**src/rtl/spu_pipe_stage_elastic.sv**
```systemverilog
// Elastic LANES-wide SPU stage register: ready/valid handshake with a 2-entry skid buffer,
// per-lane valid and synchronous flush. Define SPU_STAGE_PERF_EN to add stall/bubble counters.
module spu_pipe_stage_elastic #(
  parameter int LANES   = 2,
  parameter int DATA_W  = 128,
  parameter int RADDR_W = 7,
  parameter int CTRL_W  = 4,
  parameter int IMM_W   = 51
) (
  input  logic                       clk,
  input  logic                       reset,
  input  logic                       flush,
  input  logic                       in_valid,
  output logic                       in_ready,
  input  logic [LANES-1:0]           in_lane_valid,
  input  logic [LANES-1:0]           in_regWriteEnable,
  input  logic [LANES-1:0]           in_source,
  input  logic [LANES*CTRL_W-1:0]    in_control,
  input  logic [LANES*DATA_W-1:0]    in_readDataRA,
  input  logic [LANES*DATA_W-1:0]    in_readDataRB,
  input  logic [LANES*DATA_W-1:0]    in_readDataRC,
  input  logic [LANES*RADDR_W-1:0]   in_readRegisterRA,
  input  logic [LANES*RADDR_W-1:0]   in_readRegisterRB,
  input  logic [LANES*IMM_W-1:0]     in_imm,
  output logic                       out_valid,
  input  logic                       out_ready,
  output logic [LANES-1:0]           out_lane_valid,
  output logic [LANES-1:0]           out_regWriteEnable,
  output logic [LANES-1:0]           out_source,
  output logic [LANES*CTRL_W-1:0]    out_control,
  output logic [LANES*DATA_W-1:0]    out_readDataRA,
  output logic [LANES*DATA_W-1:0]    out_readDataRB,
  output logic [LANES*DATA_W-1:0]    out_readDataRC,
  output logic [LANES*RADDR_W-1:0]   out_readRegisterRA,
  output logic [LANES*RADDR_W-1:0]   out_readRegisterRB,
  output logic [LANES*IMM_W-1:0]     out_imm
`ifdef SPU_STAGE_PERF_EN
  ,
  output logic [31:0]                perf_stall_cnt,
  output logic [31:0]                perf_bubble_cnt
`endif
);

  typedef enum logic [1:0] {EMPTY = 2'd0, ONE = 2'd1, TWO = 2'd2} state_t;

  typedef struct packed {
    logic [LANES-1:0]         lv;
    logic [LANES-1:0]         we;
    logic [LANES-1:0]         src;
    logic [LANES*CTRL_W-1:0]  ctrl;
    logic [LANES*DATA_W-1:0]  ra;
    logic [LANES*DATA_W-1:0]  rb;
    logic [LANES*DATA_W-1:0]  rc;
    logic [LANES*RADDR_W-1:0] rra;
    logic [LANES*RADDR_W-1:0] rrb;
    logic [LANES*IMM_W-1:0]   imm;
  } entry_t;

  state_t state_q, state_d;
  entry_t main_q, main_d, skid_q, skid_d, in_e;
  logic   in_fire, out_fire, cap;

  assign in_ready  = !reset && (state_q != TWO);
  assign out_valid = (state_q != EMPTY);
  assign in_fire   = in_valid & in_ready;
  assign out_fire  = out_valid & out_ready;
  // A bundle with no live lane is swallowed without occupying an entry.
  assign cap       = in_fire & (|in_lane_valid);

  always_comb begin
    in_e      = '0;
    in_e.lv   = in_lane_valid;
    in_e.we   = in_regWriteEnable & in_lane_valid;
    in_e.src  = in_source;
    in_e.ctrl = in_control;
    in_e.ra   = in_readDataRA;
    in_e.rb   = in_readDataRB;
    in_e.rc   = in_readDataRC;
    in_e.rra  = in_readRegisterRA;
    in_e.rrb  = in_readRegisterRB;
    in_e.imm  = in_imm;
  end

  always_comb begin
    state_d = state_q;
    main_d  = main_q;
    skid_d  = skid_q;
    case (state_q)
      EMPTY: if (cap) begin
        state_d = ONE;
        main_d  = in_e;
      end
      ONE: begin
        if (cap && out_fire) begin
          main_d = in_e;
        end else if (cap) begin
          state_d = TWO;
          skid_d  = in_e;
        end else if (out_fire) begin
          state_d = EMPTY;
        end
      end
      TWO: if (out_fire) begin
        state_d = ONE;
        main_d  = skid_q;
      end
      default: state_d = EMPTY;
    endcase
    // Flush kills lane validity only; operand payload is left as-is.
    if (flush) begin
      state_d   = EMPTY;
      main_d    = main_q;
      skid_d    = skid_q;
      main_d.lv = '0;
      main_d.we = '0;
      skid_d.lv = '0;
      skid_d.we = '0;
    end
  end

  always_ff @(posedge clk) begin
    if (reset) begin
      state_q <= EMPTY;
      main_q  <= '0;
      skid_q  <= '0;
    end else begin
      state_q <= state_d;
      main_q  <= main_d;
      skid_q  <= skid_d;
    end
  end

  assign out_lane_valid     = main_q.lv & {LANES{out_valid}};
  assign out_regWriteEnable = main_q.we & {LANES{out_valid}};
  assign out_source         = main_q.src;
  assign out_control        = main_q.ctrl;
  assign out_readDataRA     = main_q.ra;
  assign out_readDataRB     = main_q.rb;
  assign out_readDataRC     = main_q.rc;
  assign out_readRegisterRA = main_q.rra;
  assign out_readRegisterRB = main_q.rrb;
  assign out_imm            = main_q.imm;

`ifdef SPU_STAGE_PERF_EN
  logic [31:0] stall_cnt_q, stall_cnt_d, bubble_cnt_q, bubble_cnt_d;

  always_comb begin
    stall_cnt_d  = stall_cnt_q;
    bubble_cnt_d = bubble_cnt_q;
    if (out_valid && !out_ready && stall_cnt_q != 32'hFFFF_FFFF)
      stall_cnt_d = stall_cnt_q + 32'd1;
    if (!out_valid && bubble_cnt_q != 32'hFFFF_FFFF)
      bubble_cnt_d = bubble_cnt_q + 32'd1;
  end

  always_ff @(posedge clk) begin
    if (reset) begin
      stall_cnt_q  <= '0;
      bubble_cnt_q <= '0;
    end else begin
      stall_cnt_q  <= stall_cnt_d;
      bubble_cnt_q <= bubble_cnt_d;
    end
  end

  assign perf_stall_cnt  = stall_cnt_q;
  assign perf_bubble_cnt = bubble_cnt_q;
`endif

endmodule
```
**config.mk**
```make
export PLATFORM = sky130hd
export DESIGN_NAME = spu_pipe_stage_elastic
export DESIGN_NICKNAME = d
export VERILOG_FILES = /design/src/rtl/spu_pipe_stage_elastic.sv
export SDC_FILE = /design/constraint.sdc
export NUM_CORES = 2
export LEC_CHECK = 0
export BUFFER_PORTS_ARGS = -buffer_cell sky130_fd_sc_hd__buf_2
export CAP_MARGIN = 20
export CORE_AREA = 2 2 714 716
export DETAILED_ROUTE_END_ITERATION = 6
export DIE_AREA = 0 0 716 718
export PLACE_DENSITY = 0.44
export SLEW_MARGIN = 40
export SYNTH_ARGS = -nofsm -noshare
export SYNTH_HDL_FRONTEND = slang
export SYNTH_SLANG_ARGS = --single-unit
```
**constraint.sdc**
```tcl
create_clock -name clk -period 1.7 [get_ports clk]
set_input_delay 0.085 -clock clk [delete_from_list [all_inputs] [get_ports clk]]
set_output_delay 0.085 -clock clk [all_outputs]
set_load 0.005 [all_outputs]
```
==> metrics.md <==
| Metric | Value |
|---|---|
| Most common cell after layout, fill and taps aside | buf_2 |
| Final setup margin | -453 ps |
| Fmax | between 0.4 and 0.5 GHz |
| Xor and xnor area share after synthesis | 0% |
| #FFs+latches synth | 1826 |
| Ratio of cells with drive above 1 in the final layout | about a quarter |
| Synth Instances | about 9000 |
| Largest net degree at the start of global routing | 169 |
| H-tree Lvls | 4 |
| Crit path max fanout | 36 |
| Clk slew on worst S/H paths | around 60 ps |
| Synth cell types | 29 |
| DR vias | 76982 |
| Drt total wl | roughly 480 mm |
| Max-cap violations | 0 |
| Violations in the final reports | setup timing |
| Dpl hpwl | between 300 and 400 mm |
| Synthesized cell area | 80500 um2 |
| Worst r2r path cells | 6 |
| GRT Util Overall | between 10% and 20% |
| RSZ-0062 raised after global routing | true |
| Finished Cell Area | roughly 120000 um2 |
| Crit. End Element | register |
| CTS sink count | about 1800 |
| DR iter-0 viols | ~5600 |
| Drt first pass iters | 5 |
| # setup viols final | ~1800 |
| Reg2reg end | out_readDataRC[128] |
| CP startpoint kind | register |
| Root Buffer Master | clkbuf_16 |
| Pwr dens | between 900 and 1000 nW/um2 |
| Tcrit/Tclk final | 127% |
| DRC | 0 |
| HP Class | in2reg |
| Syn Area/Cell | just under 9 um2 |
| Ys Warns | 0 |
| Final std cells w/o fill | 18760 |
| NumNets Final | between 10000 and 15000 |
| Hold path endpoint | skid_q[147] |
| Most frequent cells in the layout | buf_2, a21oi_1, dfxtp_1 |
| Initial antenna violation count | between 150 and 200 |
| Die area | a little over 500000 um2 |
| Crit path time final | 2150 ps |
| Hold path start | in_readDataRC[17] |
| Final Skew | ~100 ps |
| Max stage delay cell, worst path | mux2i_1 |
| Antenna viol nets, final | 0 |
| Setup WS pre-CTS | -547 ps |
| Cells after DPL | around 17000 |
| Crit path largest cell delay | between 400 and 500 ps |
| CORE AREA | 507000 um2 |
| Starting Density | between 10% and 20% |
| Slew headroom | 36.2% |
| Io pins | approximately 1800 |
| CTS tree | yes |
| Register area share after synthesis | a little under half |
| Total grt overflow | 0 |
| Die Ht | ~720 um |
| Vias in the first global route | roughly 74000 |
| Dpl cell area | 94400 um2 |
| Worst EP required | roughly 2500 ps |
| Worst Hold Path Cells | 4 |
| IO buf count | 1830 |
| Die W | about 700 um |
| Final Max Slew Viols | 0 |
| Synth Area in Compound Gates | between 20% and 30% |
| Clk buf depth | 4 |
| Num rows | 262 |
| Synth Net Count | ~10000 |
| Drt wl/cell | approximately 25 um |
| Insertion delay to the later sink of the worst-skew pair | ~950 ps |
| Power, Total | around 0.11 W |
| R2r startpoint | state_q[0] |
| Setup CP Type | reg2reg |
| Global placement routability congestion | 0.924 |
| WHS | between 60 and 70 ps |
| Worst EP arrival | 2940 ps |
| Area growth syn-to-layout | 49.5% |
| Adder-cell area share of the yosys netlist | 0% |
| Post-synthesis mux area share | a little under an eighth |
| Max VDD drop | 1040 uV |
| Vias/cell | slightly above 4 |
| Largest family of logic cells by synthesized area | compound AO/OA/AOI/OAI gates |
| Number of CTS-inserted buffers | ~230 |
| Worst-Margin Slew | 957 ps |
| First-pass GRT wire length | between 600 and 700 mm |
| Leak | 51.2 nW |
| Synth Area in Simple Gates | under 10% |
| Status | complete, but fails checks |
| Fin. Hold Viols | 0 |
| Crit-path cells | buf_4 -> nand2b_4 -> buf_16 -> buf_12 -> mux2i_1 -> a211oi_1 |
| FF-to-FF setup slack | -450 ps |
-- worst max-delay path by stage --
| stage | depth (start not counted) | startpoint | endpoint | slack (ps) |
|---|---|---|---|---|
| after floorplan | 8 | state_q[0] | skid_q[685] | 7 |
| after global placement | 8 | out_ready | out_readDataRB[106] | -540 |
| after detailed placement | 8 | state_q[0] | out_readRegisterRB[13] | -550 |
| after CTS | 9 | state_q[0] | out_readDataRC[255] | -380 |
| after global routing | 9 | state_q[0] | out_readDataRB[68] | -460 |
| final | 6 | state_q[0] | out_readDataRC[128] | -450 |
-- synth_stat cells --
| master | count | area share [%] |
|---|---|---|
| nand2b_1 | 3 | 0.023 |
| nor4b_1 | 1 | 0.011 |
| or4b_1 | 1 | 0.012 |
| and2_1 | 2 | 0.016 |
| nand2_1 | 1820 | 8.5 |
| buf_1 | 6 | 0.028 |
| nand3_1 | 2 | 0.012 |
| a211oi_2 | 201 | 3.1 |
| nand4_1 | 2 | 0.016 |
| o21bai_2 | 1 | 0.014 |
| nor2b_1 | 5 | 0.039 |
| nor4_1 | 1 | 0.0078 |
| nor3_1 | 2 | 0.012 |
| and3_1 | 2 | 0.016 |
| inv_1 | 1 | 0.0047 |
| buf_4 | 910 | 8.5 |
| a21oi_1 | 1824 | 11 |
| and2b_1 | 1 | 0.0093 |
| mux2_2 | 1 | 0.014 |
| dfxtp_1 | 1826 | 45 |
| nand2b_4 | 1 | 0.017 |
| buf_2 | 451 | 2.8 |
| mux2i_1 | 910 | 11 |
| or2_2 | 1 | 0.0078 |
| buf_6 | 45 | 0.63 |
| a211oi_1 | 713 | 6.6 |
| nor2_1 | 7 | 0.033 |
| clkbuf_1 | 307 | 1.4 |
| o21ai_0 | 4 | 0.025 |
-- sequential cells by signal, summed over array words and instances (netlist names) --
signal              flops
out_readDataRB        256
out_readDataRA        256
main_q                  4
out_readRegisterRB     14
out_control             8
out_readDataRC        256
skid_q                912
state_q                 2
out_readRegisterRA     14
out_source              2
out_imm               102
-- worst max-delay path, delay by kind of cell (launching register included) --
| kind | cells | cell delay, ps |
|---|---|---|
| buffers and inverters | 3 | 720 |
| multiplexers | 1 | 480 |
| flip-flops | 1 | 350 |
| AND/OR/NAND/NOR | 1 | 180 |
| AO/OA/AOI/OAI | 1 | 150 |
-- cells by family (layout without fill, tap and decap cells) --
group	count (synthesis)	in the layout
AOI/OAI and AO/OA	2743	2743
buffers and inverters	1720	4606
DFF	1826	1826
muxes	911	911
other	0	91
and+or+nand+nor	1851	1851
-- cell type report --
type	instances	area, um2
Multi-Input combinational cell	5505	33300
Tap cell	6732	8420
Antenna cell	91	228
Inverter	1	3.75
Fill cell	55334	387000
Clock inverter	74	980
Sequential cell	1826	36600
Timing Repair Buffer	4196	34100
Clock buffer	335	6680
-- what timing repair did --
action / in CTS / in global routing
resized for setup: 37 / 42
hold endpoints to repair: 1826 / 0
pin swaps: 2 / 5
buffers inserted: 6 / 5
setup endpoints to repair: 2051 / 1994
cloned: 2 / 14
hold buffers: 1717 / 0
-- layer usage --
layer / wire [um] / track usage, % / vias up / share of wire [%]
met1: 191000 / 20.7 / 37225 / 40
met4: 29900 / 9.20 / 118 / 6.3
met2: 195000 / 25.5 / 2751 / 41
met5: 718 / 0 / - / 0.15
li1: - / - / 36086 / -
met3: 59000 / 8.92 / 802 / 12
-- where the power goes --
group          internal, W  switching (W)
Combinational      0.00637        0.00794
Clock               0.0295         0.0215
Sequential          0.0439       0.000663
-- through the flow --
step	TNS [ps]	util, %
floorplan	0	-
global placement	-557900	18.6
detailed placement	-572890	18.6
CTS	-416910	23.6
global route	-623350	23.7
finish	-463140	23.7
Note: power is estimated with default switching activity, not from simulation.
